File: src/rtl/bldc_pkg.sv
// bldc_pkg: shared types and helpers for the hall commutation sequencer.
//   HALL_W             width of the hall sensor bus {HA,HB,HC}
//   state_t            sequencer FSM states (IDLE, RUN, FAULT)
//   GATE_STEP0..5      gate enables {AH,AL,BH,BL,CH,CL} for each commutation step
//   decode_hall()      hall code -> {valid, sector}; 000 and 111 are invalid
//   sectors_adjacent() true when two sectors differ by one modulo 6
//   step_for()         sector plus direction -> commutation step
//   gate_for()         commutation step -> gate pattern
package bldc_pkg;

  localparam int HALL_W = 3;

  typedef enum logic [1:0] {
    IDLE,
    RUN,
    FAULT
  } state_t;

  localparam logic [5:0] GATE_STEP0 = 6'b100100;
  localparam logic [5:0] GATE_STEP1 = 6'b100001;
  localparam logic [5:0] GATE_STEP2 = 6'b001001;
  localparam logic [5:0] GATE_STEP3 = 6'b011000;
  localparam logic [5:0] GATE_STEP4 = 6'b010010;
  localparam logic [5:0] GATE_STEP5 = 6'b000110;

  typedef struct packed {
    logic       valid;
    logic [2:0] sector;
  } hall_sector_t;

  function automatic hall_sector_t decode_hall(input logic [HALL_W-1:0] hall);
    hall_sector_t result;
    result.valid  = 1'b1;
    result.sector = 3'd0;
    case (hall)
      3'b101:  result.sector = 3'd0;
      3'b100:  result.sector = 3'd1;
      3'b110:  result.sector = 3'd2;
      3'b010:  result.sector = 3'd3;
      3'b011:  result.sector = 3'd4;
      3'b001:  result.sector = 3'd5;
      default: result.valid  = 1'b0;
    endcase
    return result;
  endfunction

  function automatic logic [2:0] next_sector(input logic [2:0] sector);
    return (sector >= 3'd5) ? 3'd0 : sector + 3'd1;
  endfunction

  function automatic logic sectors_adjacent(input logic [2:0] a, input logic [2:0] b);
    return (b == next_sector(a)) || (a == next_sector(b));
  endfunction

  // Reverse rotation is the forward table shifted by half a turn.
  function automatic logic [2:0] step_for(input logic [2:0] sector, input logic dir);
    logic [2:0] step;
    if (!dir) step = sector;
    else      step = (sector >= 3'd3) ? sector - 3'd3 : sector + 3'd3;
    return step;
  endfunction

  function automatic logic [5:0] gate_for(input logic [2:0] step);
    logic [5:0] gate;
    case (step)
      3'd0:    gate = GATE_STEP0;
      3'd1:    gate = GATE_STEP1;
      3'd2:    gate = GATE_STEP2;
      3'd3:    gate = GATE_STEP3;
      3'd4:    gate = GATE_STEP4;
      3'd5:    gate = GATE_STEP5;
      default: gate = 6'b000000;
    endcase
    return gate;
  endfunction

endpackage

File: src/rtl/hall_input_filter.sv
// hall_input_filter: two-flop synchroniser plus run-length debounce for the
// hall sensor bus.
//   clk      system clock, rising edge
//   reset    asynchronous, active-high
//   hall     raw asynchronous hall sensors {HA,HB,HC}
//   code     debounced hall code, 000 out of reset
//   changed  one-cycle strobe, high on the edge code takes a new value
module hall_input_filter
  import bldc_pkg::*;
#(
  parameter int FILT_LEN = 4
) (
  input  logic              clk,
  input  logic              reset,
  input  logic [HALL_W-1:0] hall,
  output logic [HALL_W-1:0] code,
  output logic              changed
);

  localparam logic [3:0] FILT_TARGET = 4'(FILT_LEN);

  logic [HALL_W-1:0] sync1;
  logic [HALL_W-1:0] sync2;
  logic [HALL_W-1:0] candidate;
  logic [3:0]        run_len;
  logic [3:0]        run_len_next;

  // Length of the current run of identical synchronised samples, counting
  // the sample present at this edge. Saturates once the target is reached.
  always_comb begin
    run_len_next = run_len;
    if (sync2 != candidate)         run_len_next = 4'd1;
    else if (run_len < FILT_TARGET) run_len_next = run_len + 4'd1;
  end

  always_ff @(posedge clk or posedge reset) begin
    if (reset) begin
      sync1     <= '0;
      sync2     <= '0;
      candidate <= '0;
      run_len   <= '0;
      code      <= '0;
      changed   <= 1'b0;
    end else begin
      sync1     <= hall;
      sync2     <= sync1;
      candidate <= sync2;
      run_len   <= run_len_next;
      changed   <= 1'b0;
      if (run_len_next >= FILT_TARGET && sync2 != code) begin
        code    <= sync2;
        changed <= 1'b1;
      end
    end
  end

endmodule

File: src/rtl/hall_commutation_sequencer.sv
// hall_commutation_sequencer: six-step BLDC commutation from debounced hall
// sensors, with sector-period measurement and latched invalid/stall faults.
//   i_clk            system clock, rising edge
//   i_reset          asynchronous, active-high
//   i_enable         run request; low returns to IDLE and clears faults
//   i_dir            0 forward, 1 reverse
//   i_hall           raw hall sensors {HA,HB,HC}
//   o_gate           gate enables {AH,AL,BH,BL,CH,CL}
//   o_step           current commutation step 0..5
//   o_period         cycles between the last two accepted hall changes
//   o_period_valid   one-cycle pulse when o_period updates
//   o_fault_invalid  sticky invalid-code / sector-skip fault
//   o_fault_stall    sticky stall fault
//   o_running        high while in RUN
module hall_commutation_sequencer
  import bldc_pkg::*;
#(
  parameter int CNT_W    = 24,
  parameter int FILT_LEN = 4,
  parameter int TIMEOUT  = 10_000_000
) (
  input  logic              i_clk,
  input  logic              i_reset,
  input  logic              i_enable,
  input  logic              i_dir,
  input  logic [HALL_W-1:0] i_hall,
  output logic [5:0]        o_gate,
  output logic [2:0]        o_step,
  output logic [CNT_W-1:0]  o_period,
  output logic              o_period_valid,
  output logic              o_fault_invalid,
  output logic              o_fault_stall,
  output logic              o_running
);

  localparam logic [CNT_W-1:0] TIMEOUT_COUNT = CNT_W'(TIMEOUT);
  localparam logic [CNT_W-1:0] COUNT_MAX     = '1;

  logic [HALL_W-1:0] code;
  logic              changed;
  hall_sector_t      decoded;
  logic [2:0]        run_step;
  logic              bad_code;
  logic              stalled;

  state_t            state;
  logic [CNT_W-1:0]  counter;
  logic [2:0]        last_sector;
  logic              measuring;

  hall_input_filter #(
    .FILT_LEN(FILT_LEN)
  ) u_filter (
    .clk    (i_clk),
    .reset  (i_reset),
    .hall   (i_hall),
    .code   (code),
    .changed(changed)
  );

  // A change is only legal to a neighbouring sector; last_sector holds the
  // sector in force before the current change strobe.
  always_comb begin
    decoded  = decode_hall(code);
    run_step = step_for(decoded.sector, i_dir);
    bad_code = !decoded.valid ||
               (changed && !sectors_adjacent(last_sector, decoded.sector));
    stalled  = (counter == TIMEOUT_COUNT);
  end

  // measuring stays low until the first accepted change after entering RUN,
  // so the partial first sector never produces a period.
  always_ff @(posedge i_clk or posedge i_reset) begin
    if (i_reset) begin
      state           <= IDLE;
      counter         <= '0;
      last_sector     <= '0;
      measuring       <= 1'b0;
      o_gate          <= '0;
      o_step          <= '0;
      o_period        <= '0;
      o_period_valid  <= 1'b0;
      o_fault_invalid <= 1'b0;
      o_fault_stall   <= 1'b0;
      o_running       <= 1'b0;
    end else begin
      o_period_valid <= 1'b0;
      case (state)
        IDLE: begin
          counter         <= '0;
          o_gate          <= '0;
          o_running       <= 1'b0;
          o_fault_invalid <= 1'b0;
          o_fault_stall   <= 1'b0;
          if (i_enable && decoded.valid) begin
            state       <= RUN;
            o_running   <= 1'b1;
            o_step      <= run_step;
            o_gate      <= gate_for(run_step);
            last_sector <= decoded.sector;
            measuring   <= 1'b0;
          end
        end

        RUN: begin
          if (!i_enable) begin
            state     <= IDLE;
            o_running <= 1'b0;
            o_gate    <= '0;
            counter   <= '0;
          end else if (bad_code || stalled) begin
            state           <= FAULT;
            o_running       <= 1'b0;
            o_gate          <= '0;
            o_fault_invalid <= bad_code;
            o_fault_stall   <= stalled;
          end else begin
            o_step <= run_step;
            o_gate <= gate_for(run_step);
            if (changed) begin
              last_sector <= decoded.sector;
              counter     <= '0;
              measuring   <= 1'b1;
              if (measuring) begin
                o_period       <= (counter == COUNT_MAX) ? counter : counter + CNT_W'(1);
                o_period_valid <= 1'b1;
              end
            end else if (counter != COUNT_MAX) begin
              counter <= counter + CNT_W'(1);
            end
          end
        end

        FAULT: begin
          o_gate    <= '0;
          o_running <= 1'b0;
          if (!i_enable) begin
            state           <= IDLE;
            counter         <= '0;
            o_fault_invalid <= 1'b0;
            o_fault_stall   <= 1'b0;
          end
        end

        default: state <= IDLE;
      endcase
    end
  end

endmodule
File: config.mk
export PLATFORM = sky130hd
export DESIGN_NAME = hall_commutation_sequencer
export DESIGN_NICKNAME = d
export VERILOG_FILES = /design/src/rtl/bldc_pkg.sv /design/src/rtl/hall_input_filter.sv /design/src/rtl/hall_commutation_sequencer.sv
export SDC_FILE = /design/constraint.sdc
export NUM_CORES = 1
export LEC_CHECK = 0
export ABC_AREA = 1
export ABC_CLOCK_PERIOD_IN_PS = 3000
export CORE_ASPECT_RATIO = 2
export CORE_MARGIN = 3
export CORE_UTILIZATION = 52
export DETAILED_ROUTE_END_ITERATION = 7
export PLACE_DENSITY = 0.75
export SLEW_MARGIN = 20
export SYNTH_ARGS = -nofsm -noshare
export SYNTH_HDL_FRONTEND = slang
export SYNTH_SLANG_ARGS = --single-unit
File: constraint.sdc
create_clock -name i_clk -period 3 [get_ports i_clk]
set_input_delay 0.75 -clock i_clk [delete_from_list [all_inputs] [get_ports i_clk]]
set_output_delay 0.75 -clock i_clk [all_outputs]
set_load 0.02 [all_outputs]
# Word level (Yosys, flattened, before mapping)
# Cells that the tools add are included.
[word_totals]
regBits = 84
out_inout_bits = 37
wordCells = 134
[op_classes]
n_addsub = 6
magnitude_cmp = 5
n_eq_ne = 29
n_mux = 56
bitwise_logic = 1
n_reduce_logical = 20
[ops]
columns = ["operator", "n"]
rows = [
  ["$mux W24", 6],
  ["$pmux W24 S3", 1],
  ["$eq A24 B24 Y1 const B", 2],
  ["$pmux W6 S6", 1],
  ["$mux W3", 11],
  ["$add A24 B1 Y24 const B", 1],
  ["$ne A24 B24 Y1 const B", 1],
  ["$mux W1", 19],
  ["$mux W6", 3],
  ["$pmux W6 S3", 1],
  ["$eq A3 B3 Y1 const B", 5],
  ["$pmux W3 S5", 1],
  ["$eq A3 B2 Y1 const B", 4],
  ["$pmux W3 S2", 2],
  ["$reduce_and A4 Y1", 3],
  ["$ne A2 B2 Y1 const B", 5],
  ["$reduce_and A5 Y1", 2],
  ["$pmux W1 S3", 3],
  ["$mux W2", 4],
  ["$mux W4", 2],
  ["$add A3 B1 Y3 const B", 2],
  ["$eq A3 B1 Y1 const B", 2],
  ["$eq A3 B3 Y1", 2],
  ["$ge A3 B3 Y1 const B", 2],
  ["25 further kinds", 32],
]

# Longest topological paths before layout
[depth]
ltp_word = 13
depth_mapped = 17
ltp_nobuf = 17

# Modules after synthesis
# From an unflattened synthesis, not the netlist that was laid out.
[hier_totals]
cells_unflattened = 647
hier_area_um2 = 4823.4
[modules_own_cells]
columns = ["module", "n_inst", "cells_each", "area_each_um2", "seq_area_each_um2"]
rows = [
  ["hall_commutation_sequencer", 1, 586, 4147.7, 1676.6],
  ["hall_input_filter", 1, 61, 675.6, 425.4],
]

# Least setup slack after synthesis
# No wires, ideal clock.
[synth_timing]
path_type = "reg2reg"
start = "register counter[0]"
end = "register counter[10]"
setup_ns = 0.117
arrival_time_ns = 1.765
required_ns = 2.883
slack_ns = 1.117
stages_incl_launch_ff = 12
n_path_buf = 1
synth_period_minus_slack_ns = 1.883
path_cell_list = "dfrtp_1 > ha_1 > nand2_1 > nor3_4 > nand2_2 > nor2_2 > nand2_1 > nor4_2 > nand2_2 > buf_2 > nand4_1 > nand2_1"
[synth_via]
elab_chain_len = 6
elab_cells_between_ends = 12
classes_between = "add/sub: 1; eq/ne: 4; mux: 5; reduce/logical: 2"
[synth_lines]
columns = ["item", "line_no", "text"]
rows = [
  ["from (decl)", "hall_commutation_sequencer.sv:47", "logic [CNT_W-1:0] counter;"],
  ["from (signal assigned)", "hall_commutation_sequencer.sv:129", "counter <= counter + CNT_W'(1);"],
  ["$add A24 B1 Y24", "hall_commutation_sequencer.sv:129", ""],
  ["$mux W24", "hall_commutation_sequencer.sv:128", "end else if (counter != COUNT_MAX) begin"],
  ["$mux W24", "hall_commutation_sequencer.sv:120", "if (changed) begin"],
  ["$mux W24", "hall_commutation_sequencer.sv:111", "end else if (bad_code || stalled) begin"],
  ["$mux W24", "hall_commutation_sequencer.sv:106", "if (!i_enable) begin"],
  ["$pmux W24 S3", "hall_commutation_sequencer.sv:88", "case (state)"],
]
# Parallel ways exist; a longest one is shown, timed or not. The select of a mux whose other input is x is not followed.
# A chain may end at the register's enable or synchronous reset.

# Worst setup path in the final report
[layout_timing]
start = "register last_sector[1]"
end = "register counter[12]"
[layout_via]
elab_chain_len = 10
elab_cells_between_ends = 12
classes_between = "add/sub: 1; order compare: 1; eq/ne: 3; mux: 1; reduce/logical: 6"
[layout_lines]
columns = ["item", "line_no", "text"]
rows = [
  ["from (decl)", "hall_commutation_sequencer.sv:48", "logic [2:0] last_sector;"],
  ["from (signal assigned)", "hall_commutation_sequencer.sv:100", "last_sector <= decoded.sector;"],
  ["from (signal assigned)", "hall_commutation_sequencer.sv:121", "last_sector <= decoded.sector;"],
  ["$add A3 B1 Y3 or $ge A3 B3 Y1 (tied branches)", "bldc_pkg.sv:48", "return (sector >= 3'd5) ? 3'd0 : sector + 3'd1;"],
  ["$mux W3", "bldc_pkg.sv:48", ""],
  ["$eq A3 B3 Y1", "bldc_pkg.sv:52", "return (b == next_sector(a)) || (a == next_sector(b));"],
  ["$logic_or A1 B1 Y1 *", "bldc_pkg.sv:52", ""],
  ["$logic_not A1 Y1 *", "hall_commutation_sequencer.sv:67", "(changed && !sectors_adjacent(last_sector, decoded.sector));"],
  ["$logic_and A1 B1 Y1 *", "hall_commutation_sequencer.sv:67", ""],
  ["$logic_or A1 B1 Y1 *", "hall_commutation_sequencer.sv:66", "bad_code = !decoded.valid ||"],
  ["$logic_or A1 B1 Y1 *", "hall_commutation_sequencer.sv:111", ""],
  ["$ne A3 B3 Y1 (no line) *", "-", ""],
  ["$reduce_and A4 Y1 (no line) *", "-", ""],
]
# Every way passes the cells marked *; elsewhere a longest branch is shown, timed or not.

==> metrics list <==
- In the routed design, unresolved DRC markers number 0.
- Count of routing violations after the opening detailed-route iteration: roughly 350
* Async SR Flop Fraction: 100%
- The layout has 770 filler cells.
- Destination of the worst register-to-register timing path: counter[12]$_DFFE_PP0P_
* Adder and majority cell fraction of the synthesized area: 2.67%
* XOR/XNOR share of the synthesized area: under 10%
- Yosys attributes the largest share of cell area to sky130_fd_sc_hd__dfrtp_1 45%, sky130_fd_sc_hd__nand2_1 16%, sky130_fd_sc_hd__inv_1 5.0%, sky130_fd_sc_hd__nor2_1 5.0%, sky130_fd_sc_hd__nand4_1 4.9%.
- The critical path ends at counter[12]$_DFFE_PP0P_.
- Most Frequent Cell on Critical Path: sky130_fd_sc_hd__nand2_1
- Setup total negative slack on the finished layout was measured at 0 ns.
* Yosys warning count: 0
* Fraction of final layout cells with drive strength greater than 1: under 10%
- Number of vias after detailed routing: around 4.2k
* Cells resized by post-CTS repair: 0
* Static leakage: between 2 and 3 nW
- Worst relative slew slack: between 50% and 60%
* Data required time at the worst endpoint: between 3 and 4 ns
- In this run the mean area of a mapped cell was between 7 and 8 um2.
- Buffers placed on the I/O ports in this run total 43.
- For the pin with the worst max-slew slack, the measured transition is ~0.6 ns.
- Largest family of logic cells by synthesized area: simple AND/OR/NAND/NOR gates
- Combined global-route utilization of all metal layers: 24.3%
- Yosys cell types: 40
- In the final layout, the multi-input gates occupy ~2200 um2.
* Number of H-tree levels: 3
- Dominant register cell in the synthesized netlist: sky130_fd_sc_hd__dfrtp_1
- WP buf/inv: 2
- The critical path crosses 16 cells after its start point.
- Kind of start point of the critical path: flip-flop
- For this run, the top clock speed supported by timing is 0.407 GHz.
- Worst Hold Class: flip-flop to flip-flop
- Maximum Capacitance Violations: 0
- Effective utilization at floorplan: between 50% and 60%
- Summing all flip-flop and latch instances after layout gives 2100 um2.
- Final hold violation count: 0
- After detailed routing, the total wire length is ~11000 um.
* Pre-CTS WS: 0.520 ns
* Register-to-Register Setup Slack: 0.54 ns
- Portion of the post-synthesis area used by sequential elements: 44.8%
- List of cells traversed by the critical path: inv_1 > ha_1 > nor2_1 > nand2_1 > nand2_1 > nand2_1 > nand2_1 > nand2_1 > inv_1 > nand3_1 > nand2_2 > nand3_2 > nand2_4 > nand3_4 > nand2_1 > nand2_1
- STA puts the critical path data arrival time at 2.69 ns.
- Die Span X: 73.2 um
* Multiplexer area fraction after synthesis: 0%
* Growth of design area from synthesis to finish: 17.5%
- Outcome: finished clean
* CTS hold repair buffers: 0
* Simple logic cell fraction of the synthesized area: around a third
- Clock tree from TritonCTS: yes
* Number of routed nets with antenna violations: 0
* Root Buffer Master: sky130_fd_sc_hd__clkbuf_16
- Unrepaired setup endpoints after global routing: false
- The critical path starts at last_sector[1]$_DFFE_PP0P_.
- Counting flops with a built-in enable in the synthesized netlist gives 0.
* CTS clk-pin slew, worst paths: ~0.070 ns
- Share of Yosys cell area claimed by the top area cell type: around 45%
- 0 antenna diodes ended up in the layout.
- Counting the buffers created by CTS gives 9.
- Total nets after synthesis: 626
- The kind of cell with the highest combined delay along the critical path is simple AND/OR/NAND/NOR gates.
- Vias in the first global route: about 4.3k
- VDD sags by at most 619 uV.
- Synth Area in Compound Gates: between 5 and 6%
- Wire per inst: approximately 15 um
- Maximum single-stage delay on the critical path: ~0.43 ns
- The first global-routing pass estimated a little under 20000 um of wire.
- Setup violations remaining at the end of the flow were counted as 0.
* Die ar.: just over 10000 um2
* Nets: 670
- Synth Instances: slightly above 600
- The critical path in this run is classified as flip-flop to flip-flop.
- The number of cells on the worst reg-to-reg path is 16.
* Total clock sinks: 84
* Fin Hold WS: ~0.36 ns
* Worst hold start: u_filter.sync1[0]$_DFF_PP0_
- Power spread over the standard cell area amounts to about 700 nW/um2.
- Of all nets on the critical path, the largest fanout is 25.
* #FFs+latches synth: 84
- Initial antenna violation count: 0
- 44 I/O pins were placed.
- In this run the critical register-to-register path is launched from last_sector[1]$_DFFE_PP0P_.
- Maximum buffer depth of the clock tree: 2
* Final Critical Period: approximately 2.5 ns
- The worst setup path is captured at a flip-flop.
- Power after layout: approximately 3.9 mW
- The biggest area contributor in the post-synthesis netlist is sky130_fd_sc_hd__dfrtp_1.
- Core footprint: 8710 um2
- Clock insertion delay at the later pin of the skew report: ~0.34 ns
* Final count of pins violating max slew: 0
* First-pass iteration count of the detailed router: 5
* Chip Height: roughly 140 um
* Fin worst setup slack: about 0.54 ns
- The initialized floorplan defines 48 standard-cell rows.
* Vias/cell: 5.58
* Global route overflow: 0
* Routability-driven placement congestion ratio: a little under 1
- Share of the cycle needed by the critical path after routing: 81.9%
- Among all stages on the critical path, the largest delay is contributed by sky130_fd_sc_hd__dfrtp_1.
- Half-perimeter wire length of the detailed placement result: about 8300 um
- Summing every instance area after synthesis gives around 4700 um2.
- Pin count of the biggest net entering global routing: 53
- After clock tree synthesis, the setup repair step added 0 buffers.
* Final worst clock skew: about 0.0075 ns
## routing by layer
metal,track usage [%],wire [um],up-vias
met4,13.1,430,0
met1,24.8,4010,2007
met3,4.09,417,41
li1,-,-,2050
met2,44.6,6480,134
met5,0,0,-
## how the worst min path moves through the flow
stage / endpoint / slack (ns) / cells past startpoint
2_1_floorplan: u_filter.sync2[0]$_DFF_PP0_ / 0.33 / 0
3_3_place_gp: u_filter.sync2[0]$_DFF_PP0_ / 0.34 / 0
3_5_place_dp: u_filter.sync2[0]$_DFF_PP0_ / 0.34 / 0
4_1_cts: u_filter.sync2[0]$_DFF_PP0_ / 0.36 / 0
5_1_grt: u_filter.sync2[1]$_DFF_PP0_ / 0.38 / 0
6_report: u_filter.sync2[0]$_DFF_PP0_ / 0.36 / 0
## power breakdown
part	internal, mW	switching [mW]
registers	1.24	0.105
logic	0.449	0.934
clock network	0.658	0.487
total	2.35	1.53
## synth_stat cells (2+ instances only)
master                       n
sky130_fd_sc_hd__nor2_4      2
sky130_fd_sc_hd__o211ai_1    2
sky130_fd_sc_hd__nand4_1    37
sky130_fd_sc_hd__nand2_1   197
sky130_fd_sc_hd__o21ai_0    17
sky130_fd_sc_hd__and2_1      4
sky130_fd_sc_hd__buf_2       7
sky130_fd_sc_hd__o21ai_1    17
sky130_fd_sc_hd__buf_6       3
sky130_fd_sc_hd__nor3_1     10
sky130_fd_sc_hd__inv_1      63
sky130_fd_sc_hd__nand2_4     2
sky130_fd_sc_hd__a21oi_1     7
sky130_fd_sc_hd__nor4_1      2
sky130_fd_sc_hd__nor2_1     63
sky130_fd_sc_hd__inv_2       3
sky130_fd_sc_hd__xnor2_1     7
sky130_fd_sc_hd__nand3b_1    2
sky130_fd_sc_hd__xor2_1     18
sky130_fd_sc_hd__nand3_2     3
sky130_fd_sc_hd__ha_1       10
sky130_fd_sc_hd__clkbuf_1    5
sky130_fd_sc_hd__nand3_1    25
sky130_fd_sc_hd__dfrtp_1    84
sky130_fd_sc_hd__nand2_2     4
## per-stage QoR
step,utilization [%],cells,cell area (um2)
CTS,63.3,758,5520
global route,63.3,758,5520
global placement,59.8,742,5210
detailed placement,59.8,742,5210
floorplan,-,609,4690
finish,63.3,758,5520
## worst reg2reg max path, cell delays in order, from the launching register on
cell and delay, ns:
sky130_fd_sc_hd__dfrtp_1 0.43, sky130_fd_sc_hd__inv_1 0.09, sky130_fd_sc_hd__ha_1 0.18, sky130_fd_sc_hd__nor2_1 0.13
sky130_fd_sc_hd__nand2_1 0.06, sky130_fd_sc_hd__nand2_1 0.11, sky130_fd_sc_hd__nand2_1 0.07, sky130_fd_sc_hd__nand2_1 0.05
sky130_fd_sc_hd__nand2_1 0.04, sky130_fd_sc_hd__inv_1 0.05, sky130_fd_sc_hd__nand3_1 0.08, sky130_fd_sc_hd__nand2_2 0.13
sky130_fd_sc_hd__nand3_2 0.12, sky130_fd_sc_hd__nand2_4 0.28, sky130_fd_sc_hd__nand3_4 0.32, sky130_fd_sc_hd__nand2_1 0.16
sky130_fd_sc_hd__nand2_1 0.06
## layout by cell type, fill, tap and decap left out, types with 3 or more instances in the layout
| cell type | n |
|---|---|
| sky130_fd_sc_hd__and2_1 | 4 |
| sky130_fd_sc_hd__inv_2 | 3 |
| sky130_fd_sc_hd__o21ai_1 | 17 |
| sky130_fd_sc_hd__nand2_1 | 197 |
| sky130_fd_sc_hd__xnor2_1 | 7 |
| sky130_fd_sc_hd__ha_1 | 10 |
| sky130_fd_sc_hd__o21ai_0 | 17 |
| sky130_fd_sc_hd__nor2_1 | 63 |
| sky130_fd_sc_hd__nand3_1 | 25 |
| sky130_fd_sc_hd__clkdlybuf4s50_1 | 43 |
| sky130_fd_sc_hd__nand2_2 | 4 |
| sky130_fd_sc_hd__inv_1 | 62 |
| sky130_fd_sc_hd__a21oi_1 | 7 |
| sky130_fd_sc_hd__nand3_2 | 3 |
| sky130_fd_sc_hd__nand4_1 | 37 |
| sky130_fd_sc_hd__dfrtp_1 | 84 |
| sky130_fd_sc_hd__clkbuf_16 | 9 |
| sky130_fd_sc_hd__nor3_1 | 10 |
| sky130_fd_sc_hd__buf_4 | 5 |
| sky130_fd_sc_hd__inv_6 | 5 |
| sky130_fd_sc_hd__xor2_1 | 18 |
## registers in the layout, indices dropped and copies added (netlist names), 3 cells and up
name / cells
u_filter.candidate: 3
u_filter.code: 3
last_sector: 3
u_filter.run_len: 4
o_step: 3
u_filter.sync2: 3
o_period: 24
counter: 24
u_filter.sync1: 3
o_gate: 6
## layout make-up
cell class                      instances  share of cell area, %
Clock buffer                            9                   4.08
Clock inverter                          7                   1.43
Inverter                               66                   4.51
Multi-Input combinational cell        443                   40.7
Sequential cell                        84                   38.1
Tap cell                              100                   2.27
Timing Repair Buffer                   49                   8.85
## cells by family (layout without fill, tap and decap cells)
logic type / count (synthesis) / count (layout)
AO/OA/AOI/OAI: 50 / 50
XOR/XNOR: 25 / 25
adder cells (fa/ha/maj): 10 / 10
buffers and inverters: 82 / 131
flip-flops: 84 / 84
AND/OR/NAND/NOR: 358 / 358
Note: power is estimated with default switching activity, not from simulation.
